### config.mk
export PLATFORM = sky130hd
export DESIGN_NAME = prf_sequencer
export DESIGN_NICKNAME = d
export VERILOG_FILES = /design/src/rtl/prf_sequencer_pkg.sv /design/src/rtl/prf_sequencer_carrier_gen.sv /design/src/rtl/prf_sequencer.sv
export SDC_FILE = /design/constraint.sdc
export NUM_CORES = 1
export LEC_CHECK = 0
export ABC_CLOCK_PERIOD_IN_PS = 12750
export CORE_UTILIZATION = 55
export DETAILED_ROUTE_END_ITERATION = 6
export HOLD_SLACK_MARGIN = 0.12
export PLACE_DENSITY = 0.76
export SYNTH_ARGS = -nofsm -noshare
export SYNTH_HDL_FRONTEND = slang
export SYNTH_SLANG_ARGS = --single-unit
### constraint.sdc
create_clock -name coreClock -period 12.75 [get_ports coreClock]
set_clock_uncertainty 0.2 [all_clocks]
set_input_delay 3.825 -clock coreClock [delete_from_list [all_inputs] [get_ports coreClock]]
set_output_delay 3.825 -clock coreClock [all_outputs]
set_load 0.03 [all_outputs]
### src/rtl/prf_sequencer_pkg.sv
// Shared constants, state encoding and carrier helpers for the PRF sequencer.
package prf_sequencer_pkg;

    localparam int CNT_W_DEF          = 16;
    localparam int GATE_UNIT_LOG2_DEF = 4;
    localparam int HALF_W             = 6;

    localparam logic [1:0] FREQ_H16 = 2'b00;
    localparam logic [1:0] FREQ_H8  = 2'b01;
    localparam logic [1:0] FREQ_H4  = 2'b10;
    localparam logic [1:0] FREQ_H32 = 2'b11;

    typedef enum logic [2:0] {
        ST_IDLE  = 3'd0,
        ST_TX    = 3'd1,
        ST_DELAY = 3'd2,
        ST_GATE  = 3'd3,
        ST_WAIT  = 3'd4
    } state_t;

    // log2 of the carrier half-period in core clocks
    function automatic logic [2:0] half_log2(input logic [1:0] freq);
        case (freq)
            FREQ_H16: return 3'd4;
            FREQ_H8:  return 3'd3;
            FREQ_H4:  return 3'd2;
            FREQ_H32: return 3'd5;
            default:  return 3'd4;
        endcase
    endfunction

endpackage

### src/rtl/prf_sequencer_carrier_gen.sv
// Square-wave TX burst generator: H clks positive, H clks negative, per carrier cycle.
module prf_carrier_gen
    import prf_sequencer_pkg::*;
(
    input  logic              clk,
    input  logic              reset,
    input  logic              start,
    input  logic              abort,
    input  logic [HALF_W-1:0] half,
    input  logic [7:0]        bursts,
    output logic              tx_pos,
    output logic              tx_neg,
    output logic              burst_done
);

    logic              active_r;
    logic              neg_r;
    logic              tx_pos_r;
    logic              tx_neg_r;
    logic [HALF_W-1:0] h_r;
    logic [HALF_W-1:0] ph_r;
    logic [7:0]        n_r;
    logic [7:0]        cyc_r;
    logic              last_half_s;

    assign last_half_s = (ph_r == h_r - HALF_W'(1));
    // high during the final clock of the final negative half-cycle
    assign burst_done  = active_r && neg_r && last_half_s && (cyc_r == n_r - 8'd1);
    assign tx_pos      = tx_pos_r;
    assign tx_neg      = tx_neg_r;

    // phase, half-cycle and carrier-cycle counters with registered drives
    always_ff @(posedge clk) begin
        if (reset) begin
            active_r <= 1'b0;
            neg_r    <= 1'b0;
            tx_pos_r <= 1'b0;
            tx_neg_r <= 1'b0;
            h_r      <= '0;
            ph_r     <= '0;
            n_r      <= 8'd0;
            cyc_r    <= 8'd0;
        end else if (start) begin
            active_r <= 1'b1;
            neg_r    <= 1'b0;
            tx_pos_r <= 1'b1;
            tx_neg_r <= 1'b0;
            h_r      <= half;
            ph_r     <= '0;
            n_r      <= bursts;
            cyc_r    <= 8'd0;
        end else if (abort || burst_done) begin
            active_r <= 1'b0;
            tx_pos_r <= 1'b0;
            tx_neg_r <= 1'b0;
        end else if (active_r) begin
            if (last_half_s) begin
                ph_r     <= '0;
                neg_r    <= !neg_r;
                tx_pos_r <= neg_r;
                tx_neg_r <= !neg_r;
                if (neg_r) begin
                    cyc_r <= cyc_r + 8'd1;
                end
            end else begin
                ph_r <= ph_r + HALF_W'(1);
            end
        end
    end

endmodule

### src/rtl/prf_sequencer.sv
// Per-period scheduler: TX burst, depth delay, sample-volume gate, then wait out the period.
module prf_sequencer
    import prf_sequencer_pkg::*;
#(
    parameter int CNT_W          = CNT_W_DEF,
    parameter int GATE_UNIT_LOG2 = GATE_UNIT_LOG2_DEF
) (
    input  logic             coreClock,
    input  logic             RESET,
    input  logic             ENABLE,
    input  logic [1:0]       FREQUENCY,
    input  logic [7:0]       BURST_CYCLES,
    input  logic [CNT_W-1:0] DEPTH_DELAY,
    input  logic [7:0]       SV_LENGTH,
    input  logic [CNT_W-1:0] PRF_PERIOD,
    input  logic             STALL,
    output logic             TX_POS,
    output logic             TX_NEG,
    output logic             DEMOD_ON,
    output logic             RETRANSMIT,
    output logic             GATE_DONE,
    output logic             BUSY,
    output logic             CFG_ERR,
    output logic [15:0]      PULSE_COUNT
);

    localparam int SUM_W = CNT_W + 2;

    state_t            state_r;
    logic [CNT_W-1:0]  t_r;
    logic [CNT_W-1:0]  gate_start_r;
    logic [CNT_W-1:0]  gate_end_r;
    logic [CNT_W-1:0]  prf_last_r;
    logic              counted_r;
    logic              demod_r;
    logic              retr_r;
    logic              gdone_r;
    logic              busy_r;
    logic              cfg_err_r;
    logic [15:0]       pulse_count_r;

    logic [2:0]        h_log2_s;
    logic [HALF_W-1:0] half_s;
    logic [SUM_W-1:0]  tb_s;
    logic [SUM_W-1:0]  tg_s;
    logic [SUM_W-1:0]  gs_s;
    logic [SUM_W-1:0]  ge_s;
    logic              cfg_ok_s;
    logic [CNT_W-1:0]  t_next_s;
    logic              period_end_s;
    logic              attempt_s;
    logic              start_s;
    logic              abort_s;
    logic              burst_done_s;

    // Validity is judged on the live inputs, which are exactly what gets latched on start.
    assign h_log2_s     = half_log2(FREQUENCY);
    assign half_s       = HALF_W'(1) << h_log2_s;
    assign tb_s         = SUM_W'(BURST_CYCLES) << (h_log2_s + 3'd1);
    assign tg_s         = SUM_W'(SV_LENGTH) << GATE_UNIT_LOG2;
    assign gs_s         = tb_s + SUM_W'(DEPTH_DELAY);
    assign ge_s         = gs_s + tg_s;
    assign cfg_ok_s     = (BURST_CYCLES != 8'd0) && (SV_LENGTH != 8'd0) &&
                          (ge_s < SUM_W'(PRF_PERIOD));

    assign t_next_s     = t_r + CNT_W'(1);
    assign period_end_s = (state_r == ST_WAIT) && (t_r == prf_last_r);
    assign attempt_s    = ENABLE && !STALL && ((state_r == ST_IDLE) || period_end_s);
    assign start_s      = attempt_s && cfg_ok_s;
    assign abort_s      = !ENABLE &&
                          ((state_r == ST_TX) || (state_r == ST_DELAY) || (state_r == ST_GATE));

    prf_carrier_gen u_carrier (
        .clk        (coreClock),
        .reset      (RESET),
        .start      (start_s),
        .abort      (abort_s),
        .half       (half_s),
        .bursts     (BURST_CYCLES),
        .tx_pos     (TX_POS),
        .tx_neg     (TX_NEG),
        .burst_done (burst_done_s)
    );

    // period FSM, shadow configuration, status and pulse counter
    always_ff @(posedge coreClock) begin
        if (RESET) begin
            state_r       <= ST_IDLE;
            t_r           <= '0;
            gate_start_r  <= '0;
            gate_end_r    <= '0;
            prf_last_r    <= '0;
            counted_r     <= 1'b0;
            demod_r       <= 1'b0;
            retr_r        <= 1'b0;
            gdone_r       <= 1'b0;
            busy_r        <= 1'b0;
            cfg_err_r     <= 1'b0;
            pulse_count_r <= 16'd0;
        end else begin
            retr_r  <= 1'b0;
            gdone_r <= 1'b0;
            // a stalled period is counted once, when it first reaches its last clock
            if (period_end_s && !counted_r) begin
                pulse_count_r <= pulse_count_r + 16'd1;
                counted_r     <= 1'b1;
            end
            if (start_s) begin
                state_r      <= ST_TX;
                busy_r       <= 1'b1;
                t_r          <= '0;
                retr_r       <= 1'b1;
                cfg_err_r    <= 1'b0;
                counted_r    <= 1'b0;
                gate_start_r <= gs_s[CNT_W-1:0];
                gate_end_r   <= ge_s[CNT_W-1:0];
                prf_last_r   <= PRF_PERIOD - CNT_W'(1);
            end else if (attempt_s) begin
                state_r   <= ST_IDLE;
                busy_r    <= 1'b0;
                cfg_err_r <= 1'b1;
            end else if (abort_s) begin
                state_r <= ST_IDLE;
                busy_r  <= 1'b0;
                demod_r <= 1'b0;
            end else begin
                case (state_r)
                    ST_IDLE: begin
                        busy_r <= 1'b0;
                    end
                    ST_TX: begin
                        t_r <= t_next_s;
                        if (burst_done_s) begin
                            if (t_next_s == gate_start_r) begin
                                state_r <= ST_GATE;
                                demod_r <= 1'b1;
                            end else begin
                                state_r <= ST_DELAY;
                            end
                        end
                    end
                    ST_DELAY: begin
                        t_r <= t_next_s;
                        if (t_next_s == gate_start_r) begin
                            state_r <= ST_GATE;
                            demod_r <= 1'b1;
                        end
                    end
                    ST_GATE: begin
                        t_r <= t_next_s;
                        if (t_next_s == gate_end_r) begin
                            state_r <= ST_WAIT;
                            demod_r <= 1'b0;
                            gdone_r <= 1'b1;
                        end
                    end
                    ST_WAIT: begin
                        if (!period_end_s) begin
                            t_r <= t_next_s;
                        end else if (!ENABLE) begin
                            state_r <= ST_IDLE;
                            busy_r  <= 1'b0;
                        end
                    end
                    default: begin
                        state_r <= ST_IDLE;
                        busy_r  <= 1'b0;
                        demod_r <= 1'b0;
                    end
                endcase
            end
        end
    end

    assign DEMOD_ON    = demod_r;
    assign RETRANSMIT  = retr_r;
    assign GATE_DONE   = gdone_r;
    assign BUSY        = busy_r;
    assign CFG_ERR     = cfg_err_r;
    assign PULSE_COUNT = pulse_count_r;

endmodule

---- Word-level counts from Yosys, hierarchy flattened ----
Index checks and enable logic that the tools add are counted.
storage, ports and cells
  output and inout port bits .............. 23
  RAM bits ................................ 0
  latch bits .............................. 0
  memories ................................ 0
  logic and storage cells ................. 144
  register bits after elaboration ......... 121
  ROM bits ................................ 0
  input port bits ......................... 54
operators by class
  eq/ne operators ......................... 28
  order comparisons ....................... 1
  add/subtract/negate cells ............... 10
  div/mod/pow operators ................... 0
  shifts and indexed selects .............. 2
  reductions and logical operators ........ 43
  bitwise operators ....................... 6
  multiplexer cells ....................... 33
  $mul .................................... 0
operators by type and width
  cell                   count
  $eq 16x16->1           3
  $add 16x1->16 const B  2
  $pmux 16 s2            1
  $mux 1                 21
  $add 18x12->18         1
  $add 18x16->18         1
  $lt 18x16->1           1
  $shl 8x3->18           1
  $mux 16                1
  $reduce_bool 8->1      2
  $sub 16x1->16 const B  1
  $mux 3                 5
  $ne 5x3->1 const B     3
  $pmux 3 s5             1
  $pmux 3 s4             1
  $reduce_and 6->1       2
  $logic_and 1x1->1      11
  $ne 5x4->1 const B     2
  $add 8x1->8 const B    1
  $eq 8x8->1             1
  $ne 2x1->1 const B     4
  $reduce_and 4->1       2
  $sub 8x1->8 const B    1
  $add 6x1->6 const B    1
  30 further kinds       53

---- Depth between registers and ports, before layout ----
Gate-level depths: netlist (run 1).
  depth in word-level cells ............... 11
  gate-level depth with buffers ........... 32
  mapped depth without buffers ............ 29

---- By module ----
Synthesis (run 1) repeated with hierarchy kept, for this count alone.
second synthesis, totals
  cells, all modules ...................... 1,079
  area, all modules ....................... 8,648.3 µm²
by module, submodules not included
  module           area each (µm²)  cells an instance  seq. area each (µm²)  times used
  prf_sequencer    6,901.6          872                1,701.6               1
  prf_carrier_gen  1,746.7          207                640.6                 1

---- Worst setup path before layout (run 1) ----
OpenSTA, ideal clock, no wires.
  path kind ............................... input port to flip-flop
  from .................................... input FREQUENCY[1]
  to ...................................... register gate_end_r[14]
  arrival ................................. 9,876 ps
  stages .................................. 29
  setup slack ............................. 2,589 ps
  setup time .............................. 86 ps
  buffers on the path ..................... 3
  required time ........................... 12,464 ps
  cells stage by stage .................... inv_1 -> ha_1 -> nor2_1 -> clkbuf_1 -> mux4_2 -> nand2_1 -> o21ai_0 -> ha_1 -> a21o_1 -> a221oi_2 -> o21ai_0 -> xor2_1 -> ha_1 -> o21ai_0 -> a21o_1 -> a21o_1 -> nor3_2 -> a21o_1 -> nand2_1 -> ha_1 -> nand2_1 -> nor3_1 -> o31ai_1 -> o2111a_1 -> nand2_1 -> clkbuf_1 -> buf_1 -> nor2_1 -> a211oi_1
between the ends
  cells in the longest elaborated chain, start to end .. 9
  elaborated cells on any way between the ends .. 12
  those cells by class .................... add/sub: 3; order compare: 1; eq/ne: 3; shift: 1; mux: 1; reduce/logical: 3
RTL lines
  element                             RTL line                 text
  start: declaration                  prf_sequencer.sv:11      input logic [1:0] FREQUENCY,
  $eq 2x2->1 (tied with other cells)  prf_sequencer_pkg.sv:23  case (freq)
  $pmux 3 s4 *                        prf_sequencer_pkg.sv:23
  $add 3x1->3 *                       prf_sequencer.sv:59      assign tb_s = SUM_W'(BURST_CYCLES) << (h_log2_s + 3'd1);
  $shl 8x3->18 *                      prf_sequencer.sv:59
  $add 18x16->18 *                    prf_sequencer.sv:61      assign gs_s = tb_s + SUM_W'(DEPTH_DELAY);
  via gs_s[8]                         prf_sequencer.sv:46      logic [SUM_W-1:0] gs_s;
  $add 18x12->18 *                    prf_sequencer.sv:62      assign ge_s = gs_s + tg_s;
  via ge_s[14]                        prf_sequencer.sv:47      logic [SUM_W-1:0] ge_s;
  $lt 18x16->1                        prf_sequencer.sv:64      (ge_s < SUM_W'(PRF_PERIOD));
  $logic_and 1x1->1                   prf_sequencer.sv:63      assign cfg_ok_s = (BURST_CYCLES != 8'd0) && (SV_LENGTH != 8'd0) &&
  $logic_and 1x1->1                   prf_sequencer.sv:69      assign start_s = attempt_s && cfg_ok_s;
  end signal: assignment              prf_sequencer.sv:116     gate_end_r <= ge_s[CNT_W-1:0];
  end: declaration                    prf_sequencer.sv:32      logic [CNT_W-1:0] gate_end_r;
Mark *: on every way through the listed nets, which the timed path passes. The rest lies on a longest branch.
A chain may end at the register's enable or synchronous reset.

---- Final worst setup path (run 1) ----
  from .................................... input FREQUENCY[1]
  to ...................................... register u_carrier.h_r[1]
between the ends
  cells in the longest elaborated chain, start to end .. 9
  elaborated cells on any way between the ends .. 13
  those cells by class .................... add/sub: 3; order compare: 1; eq/ne: 3; shift: 2; mux: 1; reduce/logical: 3
RTL lines
  element                             RTL line                         text
  $eq 2x2->1 (tied with other cells)  prf_sequencer_pkg.sv:23
  $pmux 3 s4 *                        prf_sequencer_pkg.sv:23
  $add 3x1->3 *                       prf_sequencer.sv:59
  $shl 8x3->18 *                      prf_sequencer.sv:59
  $add 18x16->18 *                    prf_sequencer.sv:61
  via gs_s[8]                         prf_sequencer.sv:46
  $add 18x12->18 *                    prf_sequencer.sv:62
  via ge_s[15]                        prf_sequencer.sv:47
  $lt 18x16->1 *                      prf_sequencer.sv:64
  $logic_and 1x1->1 *                 prf_sequencer.sv:63
  $logic_and 1x1->1 *                 prf_sequencer.sv:69
  end signal: assignment              prf_sequencer_carrier_gen.sv:48  h_r <= half;
  end: declaration                    prf_sequencer_carrier_gen.sv:20  logic [HALF_W-1:0] h_r;
Marked as above.

==> load_flow_metrics.sql, run 1 <==
INSERT INTO impl_metrics (metric_group, metric, value, unit) VALUES
('timing', 'final_sum_of_negative_setup_slack', '0', 'ns'),
('power_and_ir_drop', 'power.total', '1.41', 'mW'),
('synth', 'async_flop_share', '0', ''),
('synth', 'synth_area_leader_cell', 'dfxtp_1', ''),
('place', 'placed_cells_incl_taps', '1290', ''),
('synth', 'yosys_warnings', '0', ''),
('die', 'num_io_pins', '77', ''),
('timing', 'report.final.slew_viol_count', '0', ''),
('drt', 'route.antenna.remaining_nets', '0', ''),
('cells_and_area', 'fillCellCount', '1341', ''),
('clock_tree', 'cts.sinks', '117', ''),
('timing', 'worstMarginPinSlew', '1.22', 'ns'),
('cells_and_area', 'instances_no_fill', '1322', ''),
('worst_setup_path', 'crit_required', '12.88', 'ns'),
('cells_and_area', 'final_core_util', '0.648', ''),
('synth', 'avg_inst_size_synth', '8.42', 'um^2'),
('die', 'num_rows', '46', ''),
('clock_tree', 'cts.htree.levels', '4', ''),
('timing', 'hold_viol', '0', ''),
('timing', 'post-route-min-period', '11.04', 'ns'),
('synth', 'synth_nets', '1165', ''),
('synth', 'post_synth_num_cell_types', '86', ''),
('clock_tree', 'cts.clk_slew.worst_paths', '0.05', 'ns'),
('place', 'place_hpwl', '17.5', 'mm'),
('clock_tree', 'tritoncts', 'done', ''),
('timing', 'final_min_period_over_clock_period', '0.866', ''),
('hold_path', 'worstHoldPathType', 'flip-flop to flip-flop', ''),
('drt', 'routed_wirelength', '23.6', 'mm'),
('worst_setup_path', 'setup.worst_path.start_class', 'primary input', ''),
('clock_tree', 'post-cts-setup-buffers', '0', ''),
('grt', 'grt_max_degree', '77', ''),
('worst_setup_path', 'path_max_fanout', '28', ''),
('job', 'maxCapViolCount', '0', ''),
('worst_setup_path', 'worst_setup_path_end_kind', 'flip-flop', ''),
('grt', 'global_route.overflow_total', '0', ''),
('worst_setup_path', 'critPathKind', 'primary input to flip-flop', ''),
('clock_tree', 'cts_buffers', '17', ''),
('power_and_ir_drop', 'leakage_power_figure', '3.85', 'nW'),
('timing', 'timing.max_slew.rel_slack', '0.190', ''),
('cells_and_area', 'final_nets', '1202', ''),
('clock_tree', 'ctsResizeCount', '0', ''),
('clock_tree', 'clock_latency_at_the_later_pin_of_the_worst_skew_pair', '0.41', 'ns'),
('drt', 'detailedRoute.firstIterationViolations', '847', ''),
('grt', 'grtUsageTotal', '0.292', ''),
('synth', 'synth_edf_count', '0', ''),
('outcome', 'status', 'complete, no violations', ''),
('cells_and_area', 'share_of_layout_cells_above_drive_strength_1', '0.0759', ''),
('cells_and_area', 'n_antenna_cell', '0', ''),
('place', 'io_buffers', '76', ''),
('cells_and_area', 'synthToLayoutAreaGrowth', '15.4', '%'),
('worst_setup_path', 'data_arrival_time_at_the_worst_slack_endpoint', '11.17', 'ns'),
('grt', 'number_of_global_route_vias_before_repair', '7303', ''),
('drt', 'routed-via-count', '8186', ''),
('synth', 'synth.top_cells.by_area', 'dfxtp_1 26%, ha_1 7.5%, xnor2_1 7.2%', ''),
('timing', 'setup_viol_count_final', '0', ''),
('die', 'design.die.area', '16700', 'um^2'),
('cells_and_area', 'layout_commonest_cell', 'dfxtp_1', ''),
('die', 'die-width', '129', 'um'),
('drt', 'drc_violations_left', '0', ''),
('clock_tree', 'post_cts_hold_buffer_count', '0', ''),
('place', 'gp_routability_congestion', '0.940', ''),
('synth', 'postSynthRegisterBits', '117', ''),
('grt', 'grt_pass1_wl', '38.3', 'mm'),
('power_and_ir_drop', 'ir_drop', '99.8', 'uV'),
('cells_and_area', 'mostFrequentLayoutCells', '117 x dfxtp_1, 90 x nor2_1, 75 x clkdlybuf4s50_1', ''),
('drt', 'wl_per_cell', '17.8', 'um'),
('timing', 'setup_repair_after_global_routing_missed_its_margin', 'false', ''),
('synth', 'postSynthCellCount', '1056', ''),
('die', 'core_region_area', '15800', 'um^2'),
('synth', 'synth_top_cell_area_share', '0.263', ''),
('drt', 'drt_pass1_iterations', '6', ''),
('clock_tree', 'clk_root_buffer_cell', 'clkbuf_16', ''),
('die', 'start_util', '0.562', ''),
('synth', 'synth_flop_cell', 'dfxtp_1', ''),
('synth', 'synth_area', '8890', 'um^2'),
('clock_tree', 'cts.path.max_buffers', '2', ''),
('die', 'fp.dieH', '129', 'um'),
('timing', 'fin_hold_ws', '0.272', 'ns'),
('timing', 'max_freq', '90.6', 'MHz'),
('power_and_ir_drop', 'pwr_cell_area', '137', 'nW/um^2'),
('synth', 'synth.yosys.seq_area_share', '0.263', ''),
('drt', 'avgViaCountPerCell', '6.19', ''),
('grt', 'antenna_found_initial', '0', '');
[path summary, 6_finish.rpt]
check,to,slack [ns],start,depth (start not counted)
worst min register to register,prf_last_r[12]$_SDFFE_PP0P_,0.27,prf_last_r[12]$_SDFFE_PP0P_,2
worst max register to register,u_carrier.h_r[1]$_SDFFE_PP0P_,8.60,t_r[11]$_SDFFE_PP0P_,9
worst min-delay path,prf_last_r[12]$_SDFFE_PP0P_,0.27,prf_last_r[12]$_SDFFE_PP0P_,2
worst max-delay path,u_carrier.h_r[1]$_SDFFE_PP0P_,1.71,FREQUENCY[1],27
[cell usage after synthesis, types with 4 or more instances]
| cell | n |
|---|---|
| dfxtp_1 | 117 |
| nor2_1 | 90 |
| xnor2_1 | 73 |
| a21oi_1 | 66 |
| xor2_1 | 64 |
| nand2_1 | 59 |
| ha_1 | 53 |
| inv_1 | 40 |
| a211oi_1 | 33 |
| o211ai_1 | 33 |
| clkbuf_1 | 30 |
| o221ai_1 | 29 |
| buf_2 | 28 |
| nand3_1 | 27 |
| nor3_1 | 27 |
| o21ai_0 | 23 |
| nand4_1 | 22 |
| nor4_1 | 19 |
| a21o_1 | 18 |
| and2_1 | 18 |
| a221oi_1 | 14 |
| and3_1 | 14 |
| a31oi_1 | 11 |
| and4_1 | 8 |
| mux2i_1 | 8 |
| nor2b_1 | 8 |
| o21a_1 | 6 |
| or3_1 | 6 |
| buf_4 | 5 |
| mux4_2 | 5 |
| nand2b_1 | 5 |
| o221a_2 | 5 |
| nor3_2 | 4 |
| o2111ai_1 | 4 |
| o211a_1 | 4 |
| o31ai_1 | 4 |
| or2_2 | 4 |
[per-layer routing]
layer	vias to the layer above	wire, um	track usage
li1	3992	-	-
met1	3859	10900	0.405
met2	288	10600	0.452
met3	47	1430	0.0487
met4	0	701	0.116
met5	-	0	0
[flip-flops by register name (all words and copies together), names as in the netlist]
| name | flops |
|---|---|
| gate_start_r | 16 |
| u_carrier.active_r | 1 |
| t_r | 16 |
| u_carrier.tx_neg | 1 |
| u_carrier.h_r | 6 |
| prf_last_r | 16 |
| RETRANSMIT | 1 |
| state_r | 3 |
| counted_r | 1 |
| BUSY | 1 |
| u_carrier.ph_r | 6 |
| u_carrier.tx_pos | 1 |
| GATE_DONE | 1 |
| u_carrier.n_r | 8 |
| u_carrier.cyc_r | 8 |
| u_carrier.neg_r | 1 |
| DEMOD_ON | 1 |
| gate_end_r | 12 |
| CFG_ERR | 1 |
| PULSE_COUNT | 16 |
[metrics by stage]
stage / setup slack, ns / area, um^2
4_1_cts: 1.86 / 10300
3_5_place_dp: 1.45 / 9670
3_3_place_gp: 1.63 / 9670
5_1_grt: 1.23 / 10300
2_1_floorplan: 2.59 / 8890
6_report: 1.71 / 10300
[logic make-up after synthesis]
logic type,share of synthesized area
buf+inv,0.0552
mux,0.0255
compound gates,0.239
simple gates,0.195
flops,0.263
fa+ha+maj,0.0791
xor+xnor,0.143
[where the power goes]
group | switching [mW] | internal, mW | leakage [nW] | total, mW
Clock | 0.171 | 0.303 | 0.278 | 0.474
Sequential | 0.0334 | 0.398 | 0.949 | 0.432
Combinational | 0.294 | 0.210 | 2.63 | 0.504
[layout make-up]
cell class / count / area, um^2 / area share
Clock buffer: 21 / 470 / 0.0458
Clock inverter: 11 / 125 / 0.0122
Inverter: 41 / 154 / 0.0150
Multi-Input combinational cell: 829 / 6060 / 0.591
Sequential cell: 117 / 2340 / 0.228
Tap cell: 216 / 270 / 0.0263
Timing Repair Buffer: 87 / 838 / 0.0817
[worst max-delay path, stage by stage]
cell and delay (ns):
clkdlybuf4s50_1 0.54, inv_1 0.10, ha_1 0.22, nor2_1 0.11, buf_4 0.21, mux4_2 0.53
mux2_2 0.29, ha_1 0.38, and3_1 0.19, a221oi_2 0.40, o21ai_0 0.25, xor2_1 0.22
ha_1 0.33, nand2_1 0.06, o211ai_1 0.22, a31oi_1 0.14, nor3_1 0.29, nand3_1 0.14
xor2_1 0.31, ha_1 0.32, a221o_1 0.32, a21oi_1 0.11, o2111a_1 0.25, and2_1 0.63
buf_4 0.42, o2111ai_1 0.17, a21oi_1 0.18
Power figures use the tool's default switching activity.
==> run 2, diff against run 1 <==
- ABC_CLOCK_PERIOD_IN_PS: 12750 -> 12100
- CAP_MARGIN: unset -> 15
- clock period: 12.75 -> 12.1 ns (I/O delays scaled with it)
==> load_flow_metrics.sql, run 2 (same netlist as run 1, synthesis figures left out) <==
INSERT INTO impl_metrics (metric_group, metric, value, unit) VALUES
('timing', 'setup_viol_count_final', '0', ''),
('grt', 'number_of_global_route_vias_before_repair', '7525', ''),
('drt', 'routed-via-count', '8229', ''),
('timing', 'max_freq', '92.4', 'MHz'),
('worst_setup_path', 'timing.rr.start', 't_r[11]$_SDFFE_PP0P_', ''),
('cells_and_area', 'mostFrequentLayoutCells', '117 x dfxtp_1, 90 x nor2_1, 75 x clkdlybuf4s50_1', ''),
('timing', 'setup_repair_after_global_routing_missed_its_margin', 'false', ''),
('drt', 'routed_wirelength', '23.9', 'mm'),
('drt', 'drt_pass1_iterations', '5', ''),
('clock_tree', 'post-cts-setup-buffers', '0', ''),
('timing', 'final_min_period_over_clock_period', '0.894', ''),
('grt', 'grtUsageTotal', '0.300', ''),
('clock_tree', 'clock_latency_at_the_later_pin_of_the_worst_skew_pair', '0.43', 'ns'),
('worst_setup_path', 'critPathKind', 'primary input to flip-flop', ''),
('power_and_ir_drop', 'ir_drop', '88.7', 'uV'),
('clock_tree', 'ctsResizeCount', '0', ''),
('clock_tree', 'tritoncts', 'done', ''),
('clock_tree', 'cts.htree.levels', '4', ''),
('outcome', 'status', 'complete, no violations', ''),
('place', 'place_hpwl', '17.8', 'mm'),
('place', 'gp_routability_congestion', '0.927', ''),
('worst_setup_path', 'worst_setup_path_end_kind', 'flip-flop', ''),
('worst_setup_path', 'crit_path_start', 'FREQUENCY[1]', ''),
('die', 'core_region_area', '15800', 'um^2'),
('drt', 'wl_per_cell', '18.1', 'um'),
('cells_and_area', 'fillCellCount', '1362', ''),
('die', 'num_io_pins', '77', ''),
('drt', 'avgViaCountPerCell', '6.22', ''),
('die', 'design.die.area', '16700', 'um^2'),
('clock_tree', 'cts_buffers', '17', ''),
('grt', 'global_route.overflow_total', '0', ''),
('cells_and_area', 'final_design_area_no_fill', '10300', 'um^2'),
('worst_setup_path', 'crit_required', '12.24', 'ns'),
('timing', 'fin_hold_ws', '0.279', 'ns'),
('hold_path', 'hp-start', 'gate_start_r[2]$_SDFFE_PP0P_', ''),
('clock_tree', 'cts.clk_slew.worst_paths', '0.05', 'ns'),
('timing', 'timing.max_slew.rel_slack', '0.443', ''),
('power_and_ir_drop', 'leakage_power_figure', '3.88', 'nW'),
('worst_setup_path', 'data_arrival_time_at_the_worst_slack_endpoint', '10.96', 'ns'),
('hold_path', 'worstHoldPathType', 'flip-flop to flip-flop', ''),
('cells_and_area', 'synthToLayoutAreaGrowth', '15.8', '%'),
('drt', 'drc_violations_left', '0', ''),
('cells_and_area', 'share_of_layout_cells_above_drive_strength_1', '0.0741', ''),
('cells_and_area', 'layout_commonest_cell', 'dfxtp_1', ''),
('timing', 'report.final.slew_viol_count', '0', ''),
('die', 'die-width', '129', 'um'),
('drt', 'detailedRoute.firstIterationViolations', '813', ''),
('place', 'io_buffers', '76', ''),
('clock_tree', 'cts.sinks', '117', ''),
('worst_setup_path', 'setup.worst_path.start_class', 'primary input', ''),
('clock_tree', 'post_cts_hold_buffer_count', '0', ''),
('place', 'dpl_cell_area', '9670', 'um^2'),
('die', 'num_rows', '46', ''),
('drt', 'route.antenna.remaining_nets', '0', ''),
('timing', 'post-route-min-period', '10.82', 'ns'),
('timing', 'worstMarginPinSlew', '0.835', 'ns'),
('grt', 'antenna_found_initial', '1', ''),
('cells_and_area', 'n_antenna_cell', '0', ''),
('job', 'maxCapViolCount', '0', ''),
('cells_and_area', 'final_nets', '1203', ''),
('clock_tree', 'cts.path.max_buffers', '2', ''),
('timing', 'hold_viol', '0', ''),
('grt', 'grt_max_degree', '77', ''),
('worst_setup_path', 'path_max_fanout', '28', ''),
('die', 'fp.dieH', '129', 'um'),
('grt', 'grt_pass1_wl', '39.0', 'mm'),
('clock_tree', 'clk_root_buffer_cell', 'clkbuf_16', ''),
('power_and_ir_drop', 'pwr_cell_area', '146', 'nW/um^2'),
('timing', 'final_sum_of_negative_setup_slack', '0', 'ns'),
('die', 'start_util', '0.562', '');
[run 2: changes by cell type in the layout (fill, tap and decap cells not counted)]
| cell | previous run | this run |
|---|---|---|
| inv_6 | 1 | 0 |
| clkinvlp_4 | 5 | 2 |
| clkbuf_1 | 1 | 3 |
| bufinv_16 | 2 | 3 |
| buf_16 | 0 | 1 |
[run 2: area by class of cell]
cell class / count / area [um^2] / area share
clock buffers: 23 / 478 / 0.0464
clock inverters: 8 / 124 / 0.0120
inverters: 41 / 154 / 0.0149
multi-input cells: 829 / 6060 / 0.589
flip-flops and latches: 117 / 2340 / 0.227
well taps: 216 / 270 / 0.0262
repair buffers: 88 / 866 / 0.0841
[run 2: power by group]
| part | switching (mW) | internal, mW |
|---|---|---|
| combinational | 0.311 | 0.222 |
| clock | 0.176 | 0.338 |
| sequential | 0.0352 | 0.420 |
| total | 0.522 | 0.980 |
[run 2: routing by layer]
metal / wire, um / vias up / GRT usage
li1: - / 3997 / -
met1: 11000 / 3896 / 0.408
met2: 10900 / 280 / 0.465
met3: 1370 / 54 / 0.0491
met4: 683 / 2 / 0.138
met5: 8 / - / 0
[run 2: path summary, 6_finish.rpt]
check	to	slack [ns]	cells past startpoint
max	gate_start_r[1]$_SDFFE_PP0P_	1.28	27
min	gate_start_r[2]$_SDFFE_PP0P_	0.28	2
max reg2reg	gate_start_r[1]$_SDFFE_PP0P_	7.80	9
min reg2reg	gate_start_r[2]$_SDFFE_PP0P_	0.28	2
[run 2: critical path, stage by stage]
cell,delay [ns]
clkdlybuf4s50_1,0.53
inv_1,0.10
ha_1,0.23
nor2_1,0.11
buf_4,0.21
mux4_2,0.53
mux2_2,0.28
ha_1,0.36
and3_1,0.19
a221oi_2,0.39
o21ai_0,0.24
xor2_1,0.28
ha_1,0.31
a21oi_1,0.20
o211ai_1,0.15
a31oi_1,0.24
nor3_1,0.10
nand3_1,0.11
xor2_1,0.30
ha_1,0.31
a221o_1,0.32
a21oi_1,0.12
o2111a_1,0.25
and2_1,0.67
buf_4,0.43
o211ai_1,0.15
a21oi_1,0.19
[run 2: stage by stage]
stage          power, mW  cells  utilization  worst slack, ns
2_1_floorplan      0.841   1056            -             2.13
3_3_place_gp       0.975   1290        0.611             1.08
3_5_place_dp       0.983   1290        0.611             1.01
4_1_cts             1.50   1321        0.649             1.42
5_1_grt             1.58   1322        0.651            0.890
6_report            1.50   1322        0.651             1.28
==> run 3, diff against run 2 <==
- CORE_UTILIZATION: 55 -> 35
- CTS_CLUSTER_SIZE: unset -> 12
- PLACE_DENSITY: 0.76 -> 0.53
==> load_flow_metrics.sql, run 3 (same netlist as run 1, synthesis figures left out) <==
INSERT INTO impl_metrics (metric_group, metric, value, unit) VALUES
('outcome', 'status', 'complete, no violations', ''),
('die', 'design.die.area', '26000', 'um^2'),
('timing', 'timing.max_slew.rel_slack', '0.413', ''),
('clock_tree', 'clk_root_buffer_cell', 'clkbuf_16', ''),
('cells_and_area', 'layout_commonest_cell', 'dfxtp_1', ''),
('grt', 'grt_pass1_wl', '42.1', 'mm'),
('worst_setup_path', 'reg2reg_setup_slack', '7.81', 'ns'),
('worst_setup_path', 'setup.worst_path.start_class', 'primary input', ''),
('worst_setup_path', 'rr_worst_depth', '9', ''),
('place', 'dpl_cell_area', '9810', 'um^2'),
('worst_setup_path', 'critPathKind', 'primary input to flip-flop', ''),
('job', 'maxCapViolCount', '0', ''),
('worst_setup_path', 'path_max_fanout', '31', ''),
('worst_setup_path', 'timing.critical_path.mode_cell', 'ha_1', ''),
('clock_tree', 'tritoncts', 'done', ''),
('clock_tree', 'clock_latency_at_the_later_pin_of_the_worst_skew_pair', '0.42', 'ns'),
('cells_and_area', 'final_nets', '1203', ''),
('timing', 'final_sum_of_negative_setup_slack', '0', 'ns'),
('power_and_ir_drop', 'ir_drop', '83.2', 'uV'),
('die', 'die-width', '161', 'um'),
('clock_tree', 'cts.clk_slew.worst_paths', '0.06', 'ns'),
('drt', 'wl_per_cell', '18.0', 'um'),
('timing', 'hold_viol', '0', ''),
('grt', 'global_route.overflow_total', '0', ''),
('timing', 'setup_viol_count_final', '0', ''),
('drt', 'drt_pass1_iterations', '5', ''),
('grt', 'number_of_global_route_vias_before_repair', '7445', ''),
('hold_path', 'hold_path_depth', '2', ''),
('drt', 'drc_violations_left', '0', ''),
('die', 'num_rows', '57', ''),
('clock_tree', 'post-cts-setup-buffers', '0', ''),
('die', 'start_util', '0.361', ''),
('drt', 'avgViaCountPerCell', '5.56', ''),
('timing', 'final_min_period_over_clock_period', '0.894', ''),
('grt', 'grtUsageTotal', '0.202', ''),
('clock_tree', 'cts.htree.levels', '4', ''),
('drt', 'routed-via-count', '7954', ''),
('power_and_ir_drop', 'leakage_power_figure', '3.86', 'nW'),
('cells_and_area', 'synthToLayoutAreaGrowth', '17.1', '%'),
('die', 'num_io_pins', '77', ''),
('timing', 'max_freq', '92.5', 'MHz'),
('hold_path', 'worstHoldPathType', 'flip-flop to flip-flop', ''),
('drt', 'detailedRoute.firstIterationViolations', '602', ''),
('timing', 'setup_repair_after_global_routing_missed_its_margin', 'false', ''),
('cells_and_area', 'n_antenna_cell', '0', ''),
('drt', 'route.antenna.remaining_nets', '0', ''),
('worst_setup_path', 'worst_path_largest_cell_delay', '0.57', 'ns'),
('cells_and_area', 'share_of_layout_cells_above_drive_strength_1', '0.0777', ''),
('timing', 'worstMarginPinSlew', '0.881', 'ns'),
('worst_setup_path', 'worst_setup_path_end_kind', 'flip-flop', ''),
('clock_tree', 'ctsResizeCount', '0', ''),
('grt', 'antenna_found_initial', '0', ''),
('drt', 'routed_wirelength', '25.7', 'mm'),
('die', 'core_region_area', '24600', 'um^2'),
('place', 'place_hpwl', '19.4', 'mm'),
('place', 'gp_routability_congestion', '0.868', ''),
('worst_setup_path', 'data_arrival_time_at_the_worst_slack_endpoint', '10.96', 'ns'),
('die', 'fp.dieH', '161', 'um'),
('worst_setup_path', 'critical-path-slowest-cell', 'and2_1', ''),
('clock_tree', 'cts_buffers', '17', ''),
('cells_and_area', 'mostFrequentLayoutCells', '117 x dfxtp_1, 90 x nor2_1, 75 x clkdlybuf4s50_1', ''),
('cells_and_area', 'final_design_area_no_fill', '10400', 'um^2'),
('timing', 'report.final.slew_viol_count', '0', ''),
('place', 'io_buffers', '76', ''),
('clock_tree', 'cts.sinks', '117', ''),
('power_and_ir_drop', 'pwr_cell_area', '145', 'nW/um^2'),
('worst_setup_path', 'crit_required', '12.24', 'ns'),
('clock_tree', 'cts.path.max_buffers', '2', ''),
('timing', 'post-route-min-period', '10.82', 'ns'),
('grt', 'grt_max_degree', '77', ''),
('clock_tree', 'post_cts_hold_buffer_count', '0', '');
run 3: changes by cell type in the layout (fill, tap and decap cells not counted), sizes merged:
cell / delta
inv: +3
clkinvlp: +3
clkbuf: -6
clkinv: +1
run 3: critical path: cells and delay by family:
kind	cells	cell delay, ns
xor gates and xnor gates	2	0.54
muxes	2	0.83
and+or+nand+nor	6	1.33
AOI/OAI and AO/OA	9	2.07
buffers and inverters	4	1.27
adders and majority gates	4	1.24
run 3: worst paths after layout:
| path | startpoint | endpoint |
|---|---|---|
| max reg2reg | t_r[11]$_SDFFE_PP0P_ | u_carrier.h_r[0]$_SDFFE_PP0P_ |
| max | FREQUENCY[1] | u_carrier.h_r[0]$_SDFFE_PP0P_ |
| min reg2reg | prf_last_r[12]$_SDFFE_PP0P_ | prf_last_r[12]$_SDFFE_PP0P_ |
| min | prf_last_r[12]$_SDFFE_PP0P_ | prf_last_r[12]$_SDFFE_PP0P_ |
run 3: area by class of cell:
type	instances	area, um^2
Inverter	41	154
Sequential cell	117	2340
Tap cell	324	405
Multi-Input combinational cell	829	6060
Fill cell	2510	14200
Timing Repair Buffer	88	846
Clock buffer	17	425
Clock inverter	15	178
run 3: metrics by stage:
stage	power, mW	utilization	hold slack (ns)	worst slack [ns]	instances
6_report	1.51	0.423	0.269	1.28	1431
2_1_floorplan	0.841	-	0.245	2.13	1056
5_1_grt	1.60	0.423	0.295	0.735	1431
3_3_place_gp	0.995	0.399	0.251	0.996	1399
4_1_cts	1.52	0.423	0.270	1.33	1431
3_5_place_dp	0.996	0.399	0.261	0.913	1399
run 3: power breakdown:
part	internal, mW	switching [mW]	total [mW]
combinational	0.221	0.318	0.539
clock	0.324	0.194	0.518
sequential	0.420	0.0355	0.455
total	0.965	0.547	1.51
run 3: metal layers:
layer,track usage,routed length [um]
met5,0,0
met4,0.0532,371
met1,0.295,13000
met3,0.0272,756
met2,0.310,11500
